`src/rtl/spec_mem_tracker_pkg.sv`:
```
// Shared types and constants for the data-memory tracker.
// Each slot records one word-granule transaction seen on the LSU bus.
package spec_mem_tracker_pkg;

   localparam int unsigned GranuleBytes = 4;
   localparam int unsigned MemSlots     = 2;

   typedef struct packed {
      logic        valid;
      logic        we;
      logic [3:0]  be;
      logic [31:0] addr;
      logic [31:0] wdata;
      logic [31:0] rdata;
      logic        err;
   } mem_slot_t;

   typedef enum logic [2:0] {
      StEmpty,
      StFstPend,
      StFstDone,
      StSndPend,
      StBothDone
   } mem_state_e;

   // Overlapping grants reach StSndPend without passing through StFstDone.
   function automatic mem_state_e mem_state(logic [1:0] req_cnt, logic [1:0] rsp_cnt);
      if (req_cnt == 2'd0) begin
         return StEmpty;
      end else if (req_cnt == 2'd1) begin
         return (rsp_cnt == 2'd0) ? StFstPend : StFstDone;
      end else begin
         return (rsp_cnt == 2'd2) ? StBothDone : StSndPend;
      end
   endfunction

endpackage

```
`src/rtl/spec_mem_slot.sv`:
```
// One captured granule: request fields on grant, response fields on rvalid.
// Clear applies first so a same-cycle capture lands in the emptied slot.
module spec_mem_slot
   import spec_mem_tracker_pkg::*;
(
   input  logic        clk_i,
   input  logic        rst_ni,
   input  logic        clear_i,
   input  logic        req_cap_i,
   input  logic        req_we_i,
   input  logic [3:0]  req_be_i,
   input  logic [31:0] req_addr_i,
   input  logic [31:0] req_wdata_i,
   input  logic        rsp_cap_i,
   input  logic [31:0] rsp_rdata_i,
   input  logic        rsp_err_i,
   output mem_slot_t   slot_o
);

   mem_slot_t slot_d, slot_q;

   always_comb begin
      slot_d = slot_q;
      if (clear_i) begin
         slot_d = '0;
      end
      if (req_cap_i) begin
         slot_d.valid = 1'b1;
         slot_d.we    = req_we_i;
         slot_d.be    = req_be_i;
         slot_d.addr  = req_addr_i;
         slot_d.wdata = req_we_i ? req_wdata_i : 32'h0;
      end
      if (rsp_cap_i) begin
         slot_d.rdata = rsp_rdata_i;
         slot_d.err   = rsp_err_i;
      end
   end

   always_ff @(posedge clk_i or negedge rst_ni) begin
      if (!rst_ni) begin
         slot_q <= '0;
      end else begin
         slot_q <= slot_d;
      end
   end

   assign slot_o = slot_q;

endmodule

```
`src/rtl/spec_mem_tracker.sv`:
```
// Records up to two in-order data-memory transactions per instruction window
// and flags bus protocol violations with a sticky error.
module spec_mem_tracker
   import spec_mem_tracker_pkg::*;
#(
   parameter int unsigned MaxOutstanding = 2,
   parameter int unsigned CheckGranule   = 1
) (
   input  logic        clk_i,
   input  logic        rst_ni,
   input  logic        clear_i,
   input  logic        data_req_i,
   input  logic        data_gnt_i,
   input  logic        data_we_i,
   input  logic [3:0]  data_be_i,
   input  logic [31:0] data_addr_i,
   input  logic [31:0] data_wdata_i,
   input  logic        data_rvalid_i,
   input  logic [31:0] data_rdata_i,
   input  logic        data_err_i,
   output logic        fst_valid_o,
   output logic        snd_valid_o,
   output logic        fst_we_o,
   output logic        snd_we_o,
   output logic [3:0]  fst_be_o,
   output logic [3:0]  snd_be_o,
   output logic [31:0] fst_addr_o,
   output logic [31:0] snd_addr_o,
   output logic [31:0] fst_wdata_o,
   output logic [31:0] snd_wdata_o,
   output logic [31:0] mem_read_fst_rdata_o,
   output logic [31:0] mem_read_snd_rdata_o,
   output logic        fst_err_o,
   output logic        snd_err_o,
   output logic        done_o,
   output logic        proto_err_o
);

   logic [1:0] req_cnt_d, req_cnt_q;
   logic [1:0] rsp_cnt_d, rsp_cnt_q;
   logic       proto_err_d, proto_err_q;
   logic [1:0] outstanding;
   logic       accept, gnt_ok, rsp_ok, viol;
   logic [1:0] req_cap, rsp_cap;
   logic [31:0] snd_addr_exp;
   mem_slot_t  fst, snd;
   mem_state_e state;

   assign outstanding  = req_cnt_q - rsp_cnt_q;
   assign accept       = data_req_i && data_gnt_i;
   assign snd_addr_exp = {fst.addr[31:2], 2'b00} + 32'(GranuleBytes);

   always_comb begin
      gnt_ok    = 1'b0;
      rsp_ok    = 1'b0;
      viol      = 1'b0;
      req_cap   = 2'b00;
      rsp_cap   = 2'b00;
      req_cnt_d = req_cnt_q;
      rsp_cnt_d = rsp_cnt_q;
      if (clear_i) begin
         // Window restarts: a concurrent grant becomes fst, a concurrent rvalid is dropped.
         gnt_ok     = accept;
         req_cap[0] = accept;
         req_cnt_d  = accept ? 2'd1 : 2'd0;
         rsp_cnt_d  = 2'd0;
         viol       = (outstanding != 2'd0);
      end else begin
         if (accept) begin
            if (req_cnt_q >= 2'(MemSlots)) begin
               viol = 1'b1;
            end else if (32'(outstanding) >= MaxOutstanding) begin
               viol = 1'b1;
            end else begin
               gnt_ok             = 1'b1;
               req_cap[req_cnt_q[0]] = 1'b1;
               if (req_cnt_q == 2'd1) begin
                  if ((CheckGranule != 0) && (data_addr_i != snd_addr_exp)) viol = 1'b1;
                  if (data_we_i != fst.we) viol = 1'b1;
               end
            end
         end
         // A zero-latency response to this cycle's grant is legal.
         if (data_rvalid_i) begin
            if ((outstanding != 2'd0) || gnt_ok) begin
               rsp_ok                = 1'b1;
               rsp_cap[rsp_cnt_q[0]] = 1'b1;
            end else begin
               viol = 1'b1;
            end
         end
         req_cnt_d = req_cnt_q + {1'b0, gnt_ok};
         rsp_cnt_d = rsp_cnt_q + {1'b0, rsp_ok};
      end
      proto_err_d = proto_err_q | viol;
   end

   always_ff @(posedge clk_i or negedge rst_ni) begin
      if (!rst_ni) begin
         req_cnt_q   <= 2'd0;
         rsp_cnt_q   <= 2'd0;
         proto_err_q <= 1'b0;
      end else begin
         req_cnt_q   <= req_cnt_d;
         rsp_cnt_q   <= rsp_cnt_d;
         proto_err_q <= proto_err_d;
      end
   end

   spec_mem_slot u_fst (
      .clk_i       (clk_i),
      .rst_ni      (rst_ni),
      .clear_i     (clear_i),
      .req_cap_i   (req_cap[0]),
      .req_we_i    (data_we_i),
      .req_be_i    (data_be_i),
      .req_addr_i  (data_addr_i),
      .req_wdata_i (data_wdata_i),
      .rsp_cap_i   (rsp_cap[0]),
      .rsp_rdata_i (data_rdata_i),
      .rsp_err_i   (data_err_i),
      .slot_o      (fst)
   );

   spec_mem_slot u_snd (
      .clk_i       (clk_i),
      .rst_ni      (rst_ni),
      .clear_i     (clear_i),
      .req_cap_i   (req_cap[1]),
      .req_we_i    (data_we_i),
      .req_be_i    (data_be_i),
      .req_addr_i  (data_addr_i),
      .req_wdata_i (data_wdata_i),
      .rsp_cap_i   (rsp_cap[1]),
      .rsp_rdata_i (data_rdata_i),
      .rsp_err_i   (data_err_i),
      .slot_o      (snd)
   );

   assign state = mem_state(req_cnt_q, rsp_cnt_q);

   assign fst_valid_o          = fst.valid;
   assign snd_valid_o          = snd.valid;
   assign fst_we_o             = fst.we;
   assign snd_we_o             = snd.we;
   assign fst_be_o             = fst.be;
   assign snd_be_o             = snd.be;
   assign fst_addr_o           = fst.addr;
   assign snd_addr_o           = snd.addr;
   assign fst_wdata_o          = fst.wdata;
   assign snd_wdata_o          = snd.wdata;
   assign mem_read_fst_rdata_o = fst.rdata;
   assign mem_read_snd_rdata_o = snd.rdata;
   assign fst_err_o            = fst.err;
   assign snd_err_o            = snd.err;
   assign done_o               = (state == StFstDone) || (state == StBothDone);
   assign proto_err_o          = proto_err_q;

endmodule

```
`config.mk`:
```
export PLATFORM = sky130hd
export DESIGN_NAME = spec_mem_tracker
export DESIGN_NICKNAME = d
export VERILOG_FILES = /design/src/rtl/spec_mem_tracker_pkg.sv /design/src/rtl/spec_mem_slot.sv /design/src/rtl/spec_mem_tracker.sv
export SDC_FILE = /design/constraint.sdc
export NUM_CORES = 1
export LEC_CHECK = 0
export ABC_AREA = 1
export CAP_MARGIN = 20
export CORE_MARGIN = 1.5
export CORE_UTILIZATION = 46
export DETAILED_ROUTE_END_ITERATION = 6
export GPL_TIMING_DRIVEN = 1
export PLACE_DENSITY = 0.91
export SLEW_MARGIN = 20
export SYNTH_ARGS = -nofsm -noshare
export SYNTH_HDL_FRONTEND = slang
export SYNTH_SLANG_ARGS = --single-unit
```
`constraint.sdc`:
```
create_clock -name clk_i -period 2.5 [get_ports clk_i]
set_input_delay 0.5 -clock clk_i [delete_from_list [all_inputs] [get_ports clk_i]]
set_output_delay 0.5 -clock clk_i [all_outputs]
set_load 0.01 [all_outputs]
```
==> out/results.txt <==
pwr/cell area = 770 nW/um^2
routability cong. = 0.950
via count = 9,509
Placed Instance Area = 13,300 um^2
drt wl/cell = 18.6 um
Top FF cell, synth = dfrtp_1
Post-synth EDFFs = 0
worst slew pin tran = 0.605 ns
Initial Util = 0.471
number of vias per cell = 5.53
R2R Path End = u_fst.slot_o[20]
r2r startpoint = req_cnt_q[1]
Critical Path Most Common Cell = o21ai_1
CTS Buf Count = 23
post-DP HPWL = 21,800 um
initial antenna violation count = 0
Port Buffers = 315
CP max FO = 33
failing checks = negative hold slack
Syn. warnings = 0
RSZ-0062 raised after global routing = yes
Bufs on Longest Clock Path = 3
critical path required time = 2.93 ns
Max Slew Vio Count = 0
final instance area = 14,100 um^2
Max IR drop VDD = 0.437 mV
fmax = 0.425 GHz
final WL = 31,900 um
Clk Latency, worst-skew pair = 0.51 ns
Rel. slew slack = 0.597
vias in the first global route = 9,592
cells on worst reg2reg path = 8
clk slew on worst S/H paths = 0.06 ns
Worst Hold Class = in -> async
Crit-path slowest cell = dfrtp_1
Post-synth ARST share = 1.00
number of H-tree levels = 1
crit path from = req_cnt_q[1]
largest stage delay on the critical path = 0.45 ns
Synth Cell Area = 9600 um^2
Period Utilization, post-route = 0.942
post-synth top area share = 0.550
die area = 21,700 um^2
clk root buf = clkbuf_16
Antenna Nets Post-Route = 0
Mean Syn Cell Area = 8.57 um^2
number of DRC markers in iteration 0 = 680
final hold viol count = 3
Finish-stage setup viols = 0
first-pass GRT wire length = 50,400 um
post-synthesis cell count = 1,121
Final Util = 0.693
Synth area leader = dfrtp_1
I/O pin cnt = 316
synth unique cells = 29
Max-cap violations = 0
Yosys reg bits = 211
r2r setup slk = 0.15 ns
Hold-fix buffers, CTS = 0
Syn Nets = 1,233
FP Rows = 52
largest net degree at the start of global routing = 65
sum of negative setup slack = 0 ns
CP Class = reg -> reg
outcome = finished, violations left
synth-to-layout area growth = 47.0%
clock sinks = 211
CP Capture Type = register
cells along the critical path = xnor2_1 > xor2_1 > nand2_1 > nor2_4 > o21ai_1 > or2_1 > or2_4 > o21ai_1
Seq/Total Area, Yosys = 0.550
skew final = 0.0122 ns
DRC Markers = 0
Critical Path Sink = u_fst.slot_o[20]
nets@finish = 1,545
LEAKAGE = 6.31 nW
chip width = 147 um
min Tclk post-route = 2.35 ns
layout cell share with drive strength beyond 1 = 0.0904
top-count cell post-synth = nand3_1
Worst Hold Slack = -0.0120 ns
WP data arrival = 2.78 ns
Commonest cells post-synth = nand3_1 (224), dfrtp_1 (211), nand2_1 (194)
Die H = 147 um
CTS tree = done
top cells by area, synth = dfrtp_1 (55%), nand3_1 (12%), o21ai_0 (8.5%), nand2_1 (7.6%), inv_1 (4.3%)
Post-CTS Setup Bufs = 0
core area = 20,400 um^2
Total Routing Usage GR = 0.291
Critical Path Start Type = register
number of diodes = 0
total gr overflow = 0
DR pass1 iterations = 7
-- sequential cells by signal, summed over array words and instances, names as in the netlist --
| name | count |
|---|---|
| u_fst.slot_o | 103 |
| proto_err_o | 1 |
| req_cnt_q | 2 |
| rsp_cnt_q | 2 |
| u_snd.slot_o | 103 |
-- area by class of cell --
cell class,instances,area [um^2]
clock buffers,32,659
clock inverters,9,135
fillers,1491,6250
inverters,111,422
multi-input cells,734,3700
flip-flops and latches,211,5290
well taps,270,338
repair buffers,352,3570
-- cells by family (layout without fill, tap and decap cells) --
family                   after synthesis  in the layout  share of synthesized area
AO/OA/AOI/OAI                        222            222                      0.131
XOR/XNOR                              19             19                     0.0188
adder cells (fa/ha/maj)                4              4                    0.00521
buffers and inverters                176            504                     0.0713
flip-flops                           211            211                      0.550
AND/OR/NAND/NOR                      489            489                      0.224
-- worst max-delay path: cells and delay by family (launching register included) --
family | cells | cell delay, ns
flops | 1 | 0.45
xor+xnor | 2 | 0.44
compound gates | 2 | 0.35
simple gates | 4 | 1.00
-- how the worst min path moves through the flow --
stage,start,endpoint,slack [ns],cells after the start
6_report,rst_ni,u_snd.slot_o[71],-0.01,1
5_1_grt,rst_ni,u_snd.slot_o[71],0.02,1
4_1_cts,rst_ni,u_snd.slot_o[71],0.003,1
3_5_place_dp,proto_err_o,proto_err_o,0.47,2
3_3_place_gp,u_fst.slot_o[102],u_fst.slot_o[102],0.47,2
2_1_floorplan,rst_ni,proto_err_o,0.20,0
-- placed cells by master, fill, tap and decap left out, types with 5 or more instances in the layout --
| cell type | n |
|---|---|
| clkbuf_16 | 23 |
| o21ai_2 | 30 |
| buf_12 | 11 |
| dfrtp_2 | 5 |
| clkdlybuf4s50_1 | 314 |
| clkbuf_8 | 6 |
| nand3_1 | 223 |
| nor2_2 | 6 |
| xnor2_1 | 10 |
| buf_4 | 26 |
| nor2_1 | 52 |
| xor2_1 | 7 |
| o22ai_1 | 18 |
| nor2_4 | 5 |
| a21oi_1 | 5 |
| dfrtp_1 | 206 |
| inv_1 | 109 |
| nand2_1 | 191 |
| o21ai_0 | 163 |
-- power breakdown --
group	internal [W]	leakage, nW	switching [W]
clock network	0.00216	0.394	0.00139
registers	0.00387	2.87	0.000385
logic	0.00144	3.05	0.00163
total	0.00747	6.31	0.00340
-- metal layers --
metal,GRT usage,part of all wire
met2,0.479,0.48
met3,0.0623,0.081
met1,0.360,0.38
met5,0,0
met4,0.154,0.053
-- timing repair --
| item | CTS | global route |
|---|---|---|
| setup endpoints to repair | 0 | 2 |
| hold endpoints to repair | 0 | 0 |
| gates resized for setup | 0 | 21 |
-- metrics by stage --
step	power [W]	std cells	setup WS (ns)
2_1_floorplan	0.00561	1121	0.440
3_3_place_gp	0.00723	1678	0.0565
3_5_place_dp	0.00732	1678	0.0380
4_1_cts	0.0109	1719	0.0375
5_1_grt	0.0113	1719	-0.0495
6_report	0.0109	1719	0.146
No activity file was read; power rests on OpenSTA's default activity.
